**config.mk**
```make
export PLATFORM = sky130hd
export DESIGN_NAME = hazard_ctrl
export DESIGN_NICKNAME = d
export VERILOG_FILES = /design/src/rtl/hazard_ctrl.sv
export SDC_FILE = /design/constraint.sdc
export NUM_CORES = 1
export LEC_CHECK = 0
export ABC_AREA = 1
export CAP_MARGIN = 20
export CORE_AREA = 2 2 51 53
export CTS_CLUSTER_DIAMETER = 30
export DETAILED_ROUTE_END_ITERATION = 6
export DIE_AREA = 0 0 53 55
export GPL_TIMING_DRIVEN = 0
export HOLD_SLACK_MARGIN = 0.05
export PLACE_DENSITY = 0.8
export SLEW_MARGIN = 25
export SYNTH_ARGS = -nofsm -noshare
export SYNTH_HDL_FRONTEND = slang
export SYNTH_SLANG_ARGS = --single-unit
```
**constraint.sdc**
```tcl
create_clock -name clock -period 2.9 [get_ports clock]
set_input_delay 0.29 -clock clock [delete_from_list [all_inputs] [get_ports clock]]
set_output_delay 0.29 -clock clock [all_outputs]
set_load 0.02 [all_outputs]
```
**src/rtl/hazard_ctrl.sv**
```systemverilog
`default_nettype none
// ============================================================================
// hazard_ctrl : load-use stall, branch flush and mult/div sequencing for the
//               5-stage core. Optional macro HAZ_MD_TIMEOUT_EN adds an abort
//               after MD_TIMEOUT busy cycles.
// Revision    : 1.0
// ============================================================================
module hazard_ctrl #(
  parameter int MD_TIMEOUT = 40,
  parameter int CNT_W      = 6
) (
  input  logic        clock,
  input  logic        reset_n,
  input  logic [31:0] fd_insn,
  input  logic [31:0] dx_insn,
  input  logic        branch_taken,
  input  logic        md_ready,
  input  logic        md_exception,
  output logic        stall_fd,
  output logic        stall_dx,
  output logic        flush_fd,
  output logic        bubble_dx,
  output logic        bubble_xm,
  output logic        md_ctrl_mult,
  output logic        md_ctrl_div,
  output logic        md_done,
  output logic        md_exc
);

  localparam logic [4:0] OP_RTYPE = 5'b00000;
  localparam logic [4:0] OP_LW    = 5'b01000;
  localparam logic [4:0] OP_SW    = 5'b00111;
  localparam logic [4:0] OP_ADDI  = 5'b00101;
  localparam logic [4:0] OP_BNE   = 5'b00010;
  localparam logic [4:0] OP_BLT   = 5'b00110;
  localparam logic [4:0] OP_JR    = 5'b00100;

  localparam logic [4:0] ALU_SLL  = 5'b00100;
  localparam logic [4:0] ALU_SRA  = 5'b00101;
  localparam logic [4:0] ALU_MUL  = 5'b00110;
  localparam logic [4:0] ALU_DIV  = 5'b00111;

  typedef enum logic [1:0] {
    MD_IDLE = 2'd0,
    MD_BUSY = 2'd1,
    MD_DONE = 2'd2
  } md_state_t;

  md_state_t state;
  logic      exc_flag;

  // Field decode
  logic [4:0] fd_op, fd_rd, fd_rs, fd_rt, fd_aluop;
  logic [4:0] dx_op, dx_rd, dx_aluop;

  assign fd_op    = fd_insn[31:27];
  assign fd_rd    = fd_insn[26:22];
  assign fd_rs    = fd_insn[21:17];
  assign fd_rt    = fd_insn[16:12];
  assign fd_aluop = fd_insn[6:2];
  assign dx_op    = dx_insn[31:27];
  assign dx_rd    = dx_insn[26:22];
  assign dx_aluop = dx_insn[6:2];

  logic fd_is_r, fd_is_shift;
  logic fd_reads_rs, fd_reads_rt, fd_reads_rd;
  logic dx_is_lw, dx_is_mul, dx_is_div, dx_is_md;
  logic use_hit, load_use, md_start;

  assign fd_is_r     = (fd_op == OP_RTYPE);
  assign fd_is_shift = fd_is_r && ((fd_aluop == ALU_SLL) || (fd_aluop == ALU_SRA));

  assign fd_reads_rs = fd_is_r || (fd_op == OP_ADDI) || (fd_op == OP_LW) ||
                       (fd_op == OP_SW) || (fd_op == OP_BNE) || (fd_op == OP_BLT);
  assign fd_reads_rt = fd_is_r && !fd_is_shift;
  // sw store data (rd) is left out: W->M forwarding supplies it in time.
  assign fd_reads_rd = (fd_op == OP_BNE) || (fd_op == OP_BLT) || (fd_op == OP_JR);

  assign dx_is_lw  = (dx_op == OP_LW);
  assign dx_is_mul = (dx_op == OP_RTYPE) && (dx_aluop == ALU_MUL);
  assign dx_is_div = (dx_op == OP_RTYPE) && (dx_aluop == ALU_DIV);
  assign dx_is_md  = dx_is_mul || dx_is_div;

  assign use_hit  = (fd_reads_rs && (fd_rs == dx_rd)) ||
                    (fd_reads_rt && (fd_rt == dx_rd)) ||
                    (fd_reads_rd && (fd_rd == dx_rd));
  assign load_use = dx_is_lw && (dx_rd != 5'd0) && use_hit;
  assign md_start = (state == MD_IDLE) && dx_is_md && !branch_taken;

`ifdef HAZ_MD_TIMEOUT_EN
  logic [CNT_W-1:0] md_cnt;
  logic             md_timeout;

  assign md_timeout = (md_cnt == CNT_W'(MD_TIMEOUT - 1));
`endif

  always_ff @(posedge clock or negedge reset_n) begin
    if (!reset_n) begin
      state    <= MD_IDLE;
      exc_flag <= 1'b0;
`ifdef HAZ_MD_TIMEOUT_EN
      md_cnt   <= '0;
`endif
    end else begin
      unique case (state)
        MD_IDLE: begin
          if (md_start) begin
            state <= MD_BUSY;
`ifdef HAZ_MD_TIMEOUT_EN
            md_cnt <= '0;
`endif
          end
        end
        MD_BUSY: begin
          if (md_ready) begin
            state    <= MD_DONE;
            exc_flag <= md_exception;
`ifdef HAZ_MD_TIMEOUT_EN
          end else if (md_timeout) begin
            // Abort: result slot is retired with the exception flag raised.
            state    <= MD_DONE;
            exc_flag <= 1'b1;
          end else begin
            md_cnt <= md_cnt + CNT_W'(1);
`endif
          end
        end
        MD_DONE: state <= MD_IDLE;
        default: state <= MD_IDLE;
      endcase
    end
  end

  always_comb begin
    stall_fd     = 1'b0;
    stall_dx     = 1'b0;
    flush_fd     = 1'b0;
    bubble_dx    = 1'b0;
    bubble_xm    = 1'b0;
    md_ctrl_mult = 1'b0;
    md_ctrl_div  = 1'b0;
    md_done      = 1'b0;
    md_exc       = 1'b0;
    if (reset_n) begin
      unique case (state)
        MD_IDLE: begin
          // A taken branch squashes F/D and D/X, so it wins over any stall.
          if (branch_taken) begin
            flush_fd  = 1'b1;
            bubble_dx = 1'b1;
          end else if (dx_is_md) begin
            md_ctrl_mult = dx_is_mul;
            md_ctrl_div  = dx_is_div;
            stall_fd     = 1'b1;
            stall_dx     = 1'b1;
            bubble_xm    = 1'b1;
          end else if (load_use) begin
            stall_fd  = 1'b1;
            bubble_dx = 1'b1;
          end
        end
        MD_BUSY: begin
          stall_fd  = 1'b1;
          stall_dx  = 1'b1;
          bubble_xm = 1'b1;
        end
        MD_DONE: begin
          md_done = 1'b1;
          md_exc  = exc_flag;
        end
        default: ;
      endcase
    end
  end

`ifdef HAZ_MD_TIMEOUT_EN
  logic unused_bits;
  assign unused_bits = ^{fd_insn[11:7], fd_insn[1:0], dx_insn[21:7], dx_insn[1:0]};
`else
  logic [CNT_W-1:0] unused_timeout;
  logic             unused_bits;
  assign unused_timeout = CNT_W'(MD_TIMEOUT);
  assign unused_bits    = ^{fd_insn[11:7], fd_insn[1:0], dx_insn[21:7], dx_insn[1:0],
                            unused_timeout};
`endif

endmodule
`default_nettype wire

```
==> reports/summary.txt <==
Sequential-to-total area share from yosys stat = 13.0%
# rows = 18
Maxcap violations = 0
Syn Nets = 169
Avg Inst Size Synth = 5.78 sq um
Sw Ratio = 30.2%
Clk buf depth = 2
Cell Area, Placed = 1140 sq um
Final Hold Vio Count = 0
CP Cell Sequence = clkdlybuf4s50_1 > inv_2 > nand2_1 > nand2_1 > nor2_1 > nand2_1 > nor2_2 > nand2_1 > nand3_2 > nand2_1 > a21boi_2 > clkdlybuf4s50_1
Routability Congestion = 0.743
Post_cts resized = 0
Critical Path RT = 2.61 ns
Top FF cell, synth = dfrtp_1
Crit path max-delay family = buffers and inverters
Residual DRC count = 0
Relative slew margins = 83.4%
Post-synth cell types = 21
Clk root buf = clkbuf_4
Post-synthesis cell count = 100
Antenna Violating Nets Remaining = 0
Initial Utilization = 24.4%
Design area = 1160 sq um
Vias in the first global route = 833
PortBufs = 52
Initial drt markers = 8
Layout area overhead = 101%
Post-CTS Hold Fix Bufs = 0
Clock-pin slew on the worst setup and hold paths = 0.04 ns
Die width = 53 um
Worst path most repeated cell = nand2_1
Clk pwr share = 30.7%
Initial antenna violation count = 0
Number of CTS-inserted buffers = 3
PD cells = 215 nW/um^2
Total clock sinks = 3
Die Area = 2920 sq um
Maximum number of pins on one net before global-route repair = 7
Setup TNS = 0 ns
Max-slew violations = 0
CP Max Fanout = 4
HP Class = in2async
Flop pwr share = 18.2%
Drt wl/cell = 11.1 um
Syn Std Cell Area = 578 sq um
Setup Skew = 0.00433 ns
Drt total wl = 2060 um
Combinational Power Share = 51.1%
Leak Pwr = 0.492 nW
RSZ-0062 raised after global routing = no
Layout cells sized above 1 = 7.05%
Fillers = 257
Setup Crit Path Kind = in2out
H-tree depth = 1
CP arrival = 2.24 ns
Clk_lat worst skew = 0.24 ns
Int Power = 0.175 mW
Maximum clock frequency = 395 MHz
Critical Path Slowest Stage Cell = clkdlybuf4s50_1
Warnings, synthesis = 0
Slowest Stage Delay on Critical Path = 0.62 ns
Asr flop ratio synth = 100%
Commonest non-fill, non-tap cells in the layout = clkdlybuf4s50_1, nand2_1, inv_1, nor2_1, xnor2_1
DR vias/cell = 4.49
Die Y = 55 um
Final setup fails = 0
Most common cell after layout, fill and taps aside = clkdlybuf4s50_1
GRT Total Usage = 16.2%
Net switching power = 0.0755 mW
# Post-CTS Setup Buffers = 0
Global route total overflow = 0
DP HPWL = 1860 um
Top-Level Pins = 78
Register bit count reported by yosys = 3
Post-layout min period = 2.53 ns
Pre-antenna DRT Iters = 4
CTS tree = yes
Max rail drop VDD = 0.187 mV
Total Nets Final = 226
Slew @ Worst Pin = 0.247 ns
Outcome = complete, no violations
First-pass GRT wire length = 3410 um
Buf/Inv on CP = 3
N_diodes = 0
Startpoint Class = primary input
Crit end category = output port
Post-synth EDFFs = 0
Core footprint = 2360 sq um
Fin crit share = 87.4%
Via Count = 836
## path summary, 6_finish.rpt
path	from	end	slack (ns)	depth (start not counted)
max in group asynchronous	reset_n	exc_flag	2.49	1
hold / removal	reset_n	state[0]	0.24	1
setup / recovery	dx_insn[22]	bubble_dx	0.37	12
setup reg to reg	state[1]	exc_flag	1.90	4
hold reg to reg	exc_flag	exc_flag	0.54	2
min in group clock	exc_flag	exc_flag	0.54	2
## worst reg2reg max path, delay by kind of cell (launching register included)
kind	cells	cell delay [ns]
flip-flops	1	0.40
AND/OR/NAND/NOR	2	0.25
buffers and inverters	1	0.11
AO/OA/AOI/OAI	1	0.10
## cells by family (layout without fill, tap and decap cells)
family / count (synthesis) / after routing / share of synthesized area [%]
xor+xnor: 13 / 13 / 19.7
flops: 3 / 3 / 13.0
compound gates: 8 / 8 / 9.74
simple gates: 57 / 57 / 44.6
buf+inv: 19 / 75 / 13.0
## synth_stat cells, drive strengths merged (2+ instances only)
cell | number | area, sq um
nand2 | 24 | 90.1
dfrtp | 3 | 75.1
nor2 | 17 | 66.3
nand3 | 5 | 35.0
nor3 | 3 | 15.0
xnor2 | 12 | 105
a21oi | 3 | 18.8
inv | 18 | 67.6
o211ai | 2 | 15.0
nor4 | 3 | 18.8
nand4 | 4 | 25.0
## layer usage
layer  global-route usage [%]  up-vias  wire length [um]
met2                     32.9       24              1190
met4                     8.55        0                42
met1                     15.6      378               743
met3                     2.42        4                82
met5                        0        -                 0
li1                         -      430                 -
## layout make-up
cell class	instances	area (sq um)	area share [%]
Buffer	1	7.51	0.646
Tap cell	30	37.5	3.23
Multi-Input combinational cell	78	428	36.8
Inverter	18	67.6	5.81
Clock buffer	4	26.3	2.26
Sequential cell	3	75.1	6.46
Timing Repair Buffer	52	520	44.8
## stage by stage
step | power (mW) | cells | util, % | hold slack [ns] | setup WS, ns
after floorplan | 0.0943 | 100 | - | -0.00559 | 1.24
after global placement | 0.170 | 182 | 48.0 | 0.494 | 0.394
after detailed placement | 0.175 | 182 | 48.0 | 0.501 | 0.351
after CTS | 0.255 | 186 | 49.2 | 0.241 | 0.345
after global routing | 0.269 | 186 | 49.2 | 0.260 | 0.146
final | 0.250 | 186 | 49.2 | 0.244 | 0.366
## registers in the layout (all words and copies together), names as in the netlist
name      flops
state         2
exc_flag      1
## power by group through the flow
stage                     sequential, mW  combinational [mW]  clock, mW
after global placement            0.0459               0.124          0
after global routing              0.0460               0.140     0.0827
final                             0.0456               0.128     0.0767
after floorplan                   0.0458              0.0486          0
after CTS                         0.0455               0.129     0.0809
after detailed placement          0.0461               0.128          0
Note: power is estimated with default switching activity, not from simulation.
